--- config.mk ---
export PLATFORM = sky130hd
export DESIGN_NAME = color_change_tracker_flat
export DESIGN_NICKNAME = d
export VERILOG_FILES = /design/src/rtl/color_change_tracker_if.sv /design/src/rtl/color_change_tracker.sv /design/src/flat_wrapper.sv
export SDC_FILE = /design/constraint.sdc
export NUM_CORES = 1
export LEC_CHECK = 0
export CORE_UTILIZATION = 40
export DETAILED_ROUTE_END_ITERATION = 7
export GPL_TIMING_DRIVEN = 0
export HOLD_SLACK_MARGIN = 0.06
export PLACE_DENSITY = 0.72
export SLEW_MARGIN = 40
export SYNTH_ARGS = -nofsm -noshare
export SYNTH_HDL_FRONTEND = slang
export SYNTH_SLANG_ARGS = --single-unit
export TNS_END_PERCENT = 100
--- constraint.sdc ---
create_clock -name clk -period 1.9 [get_ports clk]
set_clock_uncertainty 0.2 [all_clocks]
set_input_delay 0.475 -clock clk [delete_from_list [all_inputs] [get_ports clk]]
set_output_delay 0.475 -clock clk [all_outputs]
set_load 0.05 [all_outputs]
--- src/rtl/color_change_tracker_if.sv ---
// color_change_tracker_if: colour strobe inputs and accepted-colour outputs of the tracker
interface color_change_tracker_if #(
  parameter int NUM_COLORS = 3,
  parameter int CNT_W      = 8
);
  localparam int IDX_W = (NUM_COLORS < 2) ? 1 : $clog2(NUM_COLORS);
  logic [NUM_COLORS-1:0] color_in;
  logic                  clear_count;
  logic                  color_valid;
  logic [IDX_W-1:0]      color_idx;
  logic                  change_pulse;
  logic [CNT_W-1:0]      change_count;
  logic                  multi_hot_err;
  modport master (
    output color_in, clear_count,
    input  color_valid, color_idx, change_pulse, change_count, multi_hot_err
  );
  modport slave (
    input  color_in, clear_count,
    output color_valid, color_idx, change_pulse, change_count, multi_hot_err
  );
endinterface

--- src/rtl/color_change_tracker.sv ---
// color_change_tracker: debounced N-colour decoder with change pulse and saturating change counter
module color_change_tracker #(
  parameter int NUM_COLORS     = 3,
  parameter int STABLE_CYCLES  = 1,
  parameter int CNT_W          = 8,
  parameter int MULTI_HOT_MODE = 0,
  parameter int PULSE_ON_WHITE = 0
) (
  input logic                     clk,
  input logic                     reset,
  color_change_tracker_if.slave   bus
);
  localparam int IDX_W = (NUM_COLORS < 2) ? 1 : $clog2(NUM_COLORS);
  localparam int RUN_W = $clog2(STABLE_CYCLES + 1);
  localparam logic [RUN_W-1:0] RUN_MAX = RUN_W'(STABLE_CYCLES);

  logic             raw_valid;
  logic [IDX_W-1:0] raw_idx;
  logic             multi;
  logic             same_cand;
  logic             accept;
  logic             cand_valid_q, cand_valid_d;
  logic [IDX_W-1:0] cand_idx_q, cand_idx_d;
  logic [RUN_W-1:0] run_len_q, run_len_d;
  logic             acc_valid_q, acc_valid_d;
  logic [IDX_W-1:0] acc_idx_q, acc_idx_d;
  logic             pulse_q, pulse_d;
  logic [CNT_W-1:0] count_q, count_d;
  logic             err_q, err_d;

  // Downward scan leaves the lowest set index as the winner.
  always_comb begin
    raw_valid = 1'b0;
    raw_idx   = '0;
    for (int i = NUM_COLORS - 1; i >= 0; i--) begin
      if (bus.color_in[i]) begin
        raw_valid = 1'b1;
        raw_idx   = IDX_W'(i);
      end
    end
    multi = |(bus.color_in & (bus.color_in - NUM_COLORS'(1)));
    if (MULTI_HOT_MODE != 0 && multi) begin
      raw_valid = 1'b0;
      raw_idx   = '0;
    end
  end

  always_comb begin
    same_cand    = {raw_valid, raw_idx} == {cand_valid_q, cand_idx_q};
    cand_valid_d = raw_valid;
    cand_idx_d   = raw_idx;
    run_len_d    = !same_cand ? RUN_W'(1) :
                   (run_len_q == RUN_MAX) ? run_len_q : run_len_q + RUN_W'(1);
    accept       = (run_len_d == RUN_MAX) && ({raw_valid, raw_idx} != {acc_valid_q, acc_idx_q});
    acc_valid_d  = accept ? raw_valid : acc_valid_q;
    acc_idx_d    = accept ? raw_idx : acc_idx_q;
    pulse_d      = accept && (raw_valid || PULSE_ON_WHITE != 0);
    count_d      = bus.clear_count ? '0 :
                   (pulse_d && count_q != '1) ? count_q + CNT_W'(1) : count_q;
    err_d        = multi;
  end

  always_ff @(posedge clk) begin
    if (reset) begin
      cand_valid_q <= 1'b0;
      cand_idx_q   <= '0;
      run_len_q    <= '0;
      acc_valid_q  <= 1'b0;
      acc_idx_q    <= '0;
      pulse_q      <= 1'b0;
      count_q      <= '0;
      err_q        <= 1'b0;
    end else begin
      cand_valid_q <= cand_valid_d;
      cand_idx_q   <= cand_idx_d;
      run_len_q    <= run_len_d;
      acc_valid_q  <= acc_valid_d;
      acc_idx_q    <= acc_idx_d;
      pulse_q      <= pulse_d;
      count_q      <= count_d;
      err_q        <= err_d;
    end
  end

  assign bus.color_valid   = acc_valid_q;
  assign bus.color_idx     = acc_idx_q;
  assign bus.change_pulse  = pulse_q;
  assign bus.change_count  = count_q;
  assign bus.multi_hot_err = err_q;
endmodule

--- src/flat_wrapper.sv ---
// flat-port wrapper written by rule: the top's interface ports become plain ports
module color_change_tracker_flat 
#(
  parameter int NUM_COLORS     = 3,
  parameter int STABLE_CYCLES  = 1,
  parameter int CNT_W          = 8,
  parameter int MULTI_HOT_MODE = 0,
  parameter int PULSE_ON_WHITE = 0
)
  (clk, reset, bus_color_in, bus_clear_count, bus_color_valid, bus_color_idx, bus_change_pulse, bus_change_count, bus_multi_hot_err);
  color_change_tracker_if #(.NUM_COLORS(NUM_COLORS), .CNT_W(CNT_W)) bus_i ();
  input logic clk;
  input logic reset;
  input wire logic [$bits(bus_i.color_in)-1:0] bus_color_in;
  input wire logic [$bits(bus_i.clear_count)-1:0] bus_clear_count;
  output wire logic [$bits(bus_i.color_valid)-1:0] bus_color_valid;
  output wire logic [$bits(bus_i.color_idx)-1:0] bus_color_idx;
  output wire logic [$bits(bus_i.change_pulse)-1:0] bus_change_pulse;
  output wire logic [$bits(bus_i.change_count)-1:0] bus_change_count;
  output wire logic [$bits(bus_i.multi_hot_err)-1:0] bus_multi_hot_err;
  assign bus_i.color_in = bus_color_in;
  assign bus_i.clear_count = bus_clear_count;
  assign bus_color_valid = bus_i.color_valid;
  assign bus_color_idx = bus_i.color_idx;
  assign bus_change_pulse = bus_i.change_pulse;
  assign bus_change_count = bus_i.change_count;
  assign bus_multi_hot_err = bus_i.multi_hot_err;
  color_change_tracker #(.NUM_COLORS(NUM_COLORS), .STABLE_CYCLES(STABLE_CYCLES), .CNT_W(CNT_W), .MULTI_HOT_MODE(MULTI_HOT_MODE), .PULSE_ON_WHITE(PULSE_ON_WHITE)) u_core (.clk(clk), .reset(reset), .bus(bus_i));
endmodule
==> metrics.csv <==
stage,metric,value,unit
outcome,status,finished clean,
global_route,vias in the first global route,547,
route,WL/cell,12.1,um
worst_setup_path,crit path cell chain,dlygate4sd2_1,
die,core area,1520,um^2
logic_synthesis,cells after synthesis,75,
cts,CTS sink cnt,13,
place,routability cong.,0.813,
logic_synthesis,"FF+latch count, synth",13,
logic_synthesis,sequential share of the synthesized area,39.5,%
cts,CTS tree,yes,
cells_and_area,filler cell count,148,
route,Remaining DRCs,0,
cells_and_area,Ant. Diodes,0,
timing,final setup fails,0,
worst_setup_path,"slowest stage delay, CP",0.54,ns
place,Placed Area,853,um^2
die,IO Pins,19,
route,Starting DRT DRC Count,12,
route,via count,640,
cells_and_area,share of cells above drive strength 1,30.2,%
route,post-route ant nets,0,
global_route,gr usage total,16.7,%
worst_setup_path,CP top delay family,buffers and inverters,
worst_setup_path,"Buf+Inv Stages, Crit Path",1,
logic_synthesis,ys flop type,dfxtp_1,
die,initial core utilization,43.2,%
pwr,Leak Pwr,0.000328,uW
logic_synthesis,"Async S/R FF share, synth",0,%
logic_synthesis,Avg Synthesized Cell Area,8.78,um^2
cts,CTS buffer count,3,
global_route,total grt overflow,0,
route,First-pass DRT Iterations,4,
timing,slew margin rel.,67.1,%
cts,Worst-path clk slew,0.07,ns
pwr,Max VDD drop,0.533,mV
die,DIE WIDTH,42.6,um
cells_and_area,Final Util,57.6,%
die,# rows,14,
worst_setup_path,CP required,1.22,ns
timing,Final Cycle Share,97.1,%
timing,setup tns final,0,ns
logic_synthesis,"EDFF count, synth",0,
die,total die area,1810,um^2
worst_setup_path,CP Launch Type,register,
timing,final max-slew violation count,0,
timing,Worst-Margin Slew,0.495,ns
timing,final hold viol count,0,
route,DRT Wirelength,1360,um
worst_setup_path,slowest CP cell,dlygate4sd2_1,
worst_setup_path,CP endpoint kind,output port,
global_route,first-pass GRT wire length,2260,um
cts,Max clock buf depth,2,
worst_hold_path,Hold Path Class,input port to register,
timing,Max Clk Rate,542,MHz
cts,H-tree Lvls,1,
logic_synthesis,post-synth top area share,39.5,%
cts,clock insertion delay at the later pin of the skew report,0.28,ns
timing,Tmin final,1.85,ns
cells_and_area,Syn-to-layout area delta,33.5,%
timing,worst hold slack,0.194,ns
logic_synthesis,Cell variety after synth,34,
route,post-DR vias/cell,5.71,
pwr,Pwr Density,631,nW/um^2
cts,hold_buf cts,0,
timing,RSZ-0062 raised after global routing,no,
worst_setup_path,worst-path maximum fanout,6,
cells_and_area,Layout Nets,104,
global_route,initial antenna violation count,0,
place,port buffer count,16,
die,Die H,42.6,um
cts,Root Buffer,clkbuf_4,
logic_synthesis,ranking of synthesized cells by area,"dfxtp_1 40%, nor2_1 4.6%, buf_6 3.4%",
place,DPL Wire Length,995,um
worst_setup_path,Critical Path AT,1.17,ns
logic_synthesis,Post-Syn Area,658,um^2
global_route,pin count of the biggest net entering global routing,11,
logic_synthesis,post-synth net total,82,
logic_synthesis,synth warn,0,
cells_and_area,fin area,878,um^2
worst_setup_path,critical path type,register to output port,
flow_run,maxcap violations,0,
logic_synthesis,Synth area leader,dfxtp_1,
[area by class of cell]
type                            count  area, um^2  area share [%]
Timing Repair Buffer               17         141            16.1
Buffer                              3        26.3            2.99
Multi-Input combinational cell     57         389            44.3
Tap cell                           16        20.0            2.28
Clock buffer                        4        26.3            2.99
Sequential cell                    13         268            30.5
Inverter                            2        7.51           0.855
[routing by layer]
metal  wire (um)  global-route usage (%)
met1         616                    19.4
met2         661                    27.4
met3          71                    8.19
met4           8                    3.75
met5           0                       0
[sequential cells by signal (all words and copies together) (netlist names)]
signal and cells:
u_core.bus.change_pulse 1, u_core.bus.color_idx 2, u_core.bus.multi_hot_err 1, u_core.bus.change_count 8, u_core.bus.color_valid 1
[cells in the mapped netlist (3+ instances only)]
library cell,instances
a21oi_1,4
nor3_1,3
nand4_1,3
o21ai_0,3
nand3_1,4
dfxtp_1,13
nor2_1,8
nand2_1,4
[through the flow]
step	std cells	power, uW	setup slack, ns
6_report	112	554	0.0542
5_1_grt	112	585	0.00285
4_1_cts	112	563	0.000687
3_5_place_dp	107	399	-0.401
3_3_place_gp	107	397	-0.391
2_1_floorplan	75	366	0.00204
[power breakdown]
group          internal [uW]  switching, uW  total (uW)
combinational           36.6           62.3        98.9
clock                   81.4           85.6         167
sequential               281           7.18         288
total                    399            155         554
[logic make-up after synthesis]
group	count (synthesis)	synth area share, %
xor gates and xnor gates	1	1.33
DFF	13	39.5
AOI/OAI and AO/OA	18	18.4
adders and majority gates	1	1.90
muxes	1	1.52
and+or+nand+nor	36	32.1
buffers and inverters	5	5.13
[worst paths after layout]
kind                                                  from                    endpoint  slack [ns]  depth (start not counted)
worst max-delay path               u_core.bus.color_idx[1]            bus_color_idx[1]        0.05                          1
worst min-delay path                       bus_color_in[0]     u_core.bus.color_idx[0]        0.19                          2
worst max register to register  u_core.bus.change_count[0]  u_core.bus.change_count[5]        0.12                          6
worst min register to register  u_core.bus.change_count[7]  u_core.bus.change_count[7]        0.33                          2
[cell usage in the layout (no fill, tap or decap), types with 2 or more instances in the layout]
cell,Yosys,routed
a211oi_1,2,2
a21oi_1,4,3
a21oi_2,1,2
and2b_2,2,2
buf_6,2,2
clkbuf_1,1,2
clkbuf_2,0,4
clkbuf_4,0,3
clkdlybuf4s15_2,0,2
clkdlybuf4s50_1,0,2
dfxtp_1,13,9
dfxtp_2,0,3
dlygate4sd2_1,0,7
inv_1,2,2
nand2_1,4,3
nand2_2,1,2
nand3_1,4,4
nand4_1,3,3
nor2_1,8,8
nor3_1,3,3
nor3b_1,2,2
nor4b_1,2,2
o21ai_0,3,3
o31ai_1,2,2
[repair_timing]
item,in CTS,in global routing
gates resized for setup,20,13
setup endpoints to repair,15,7
setup buffers,1,0
No activity file was read; power rests on OpenSTA's default activity.
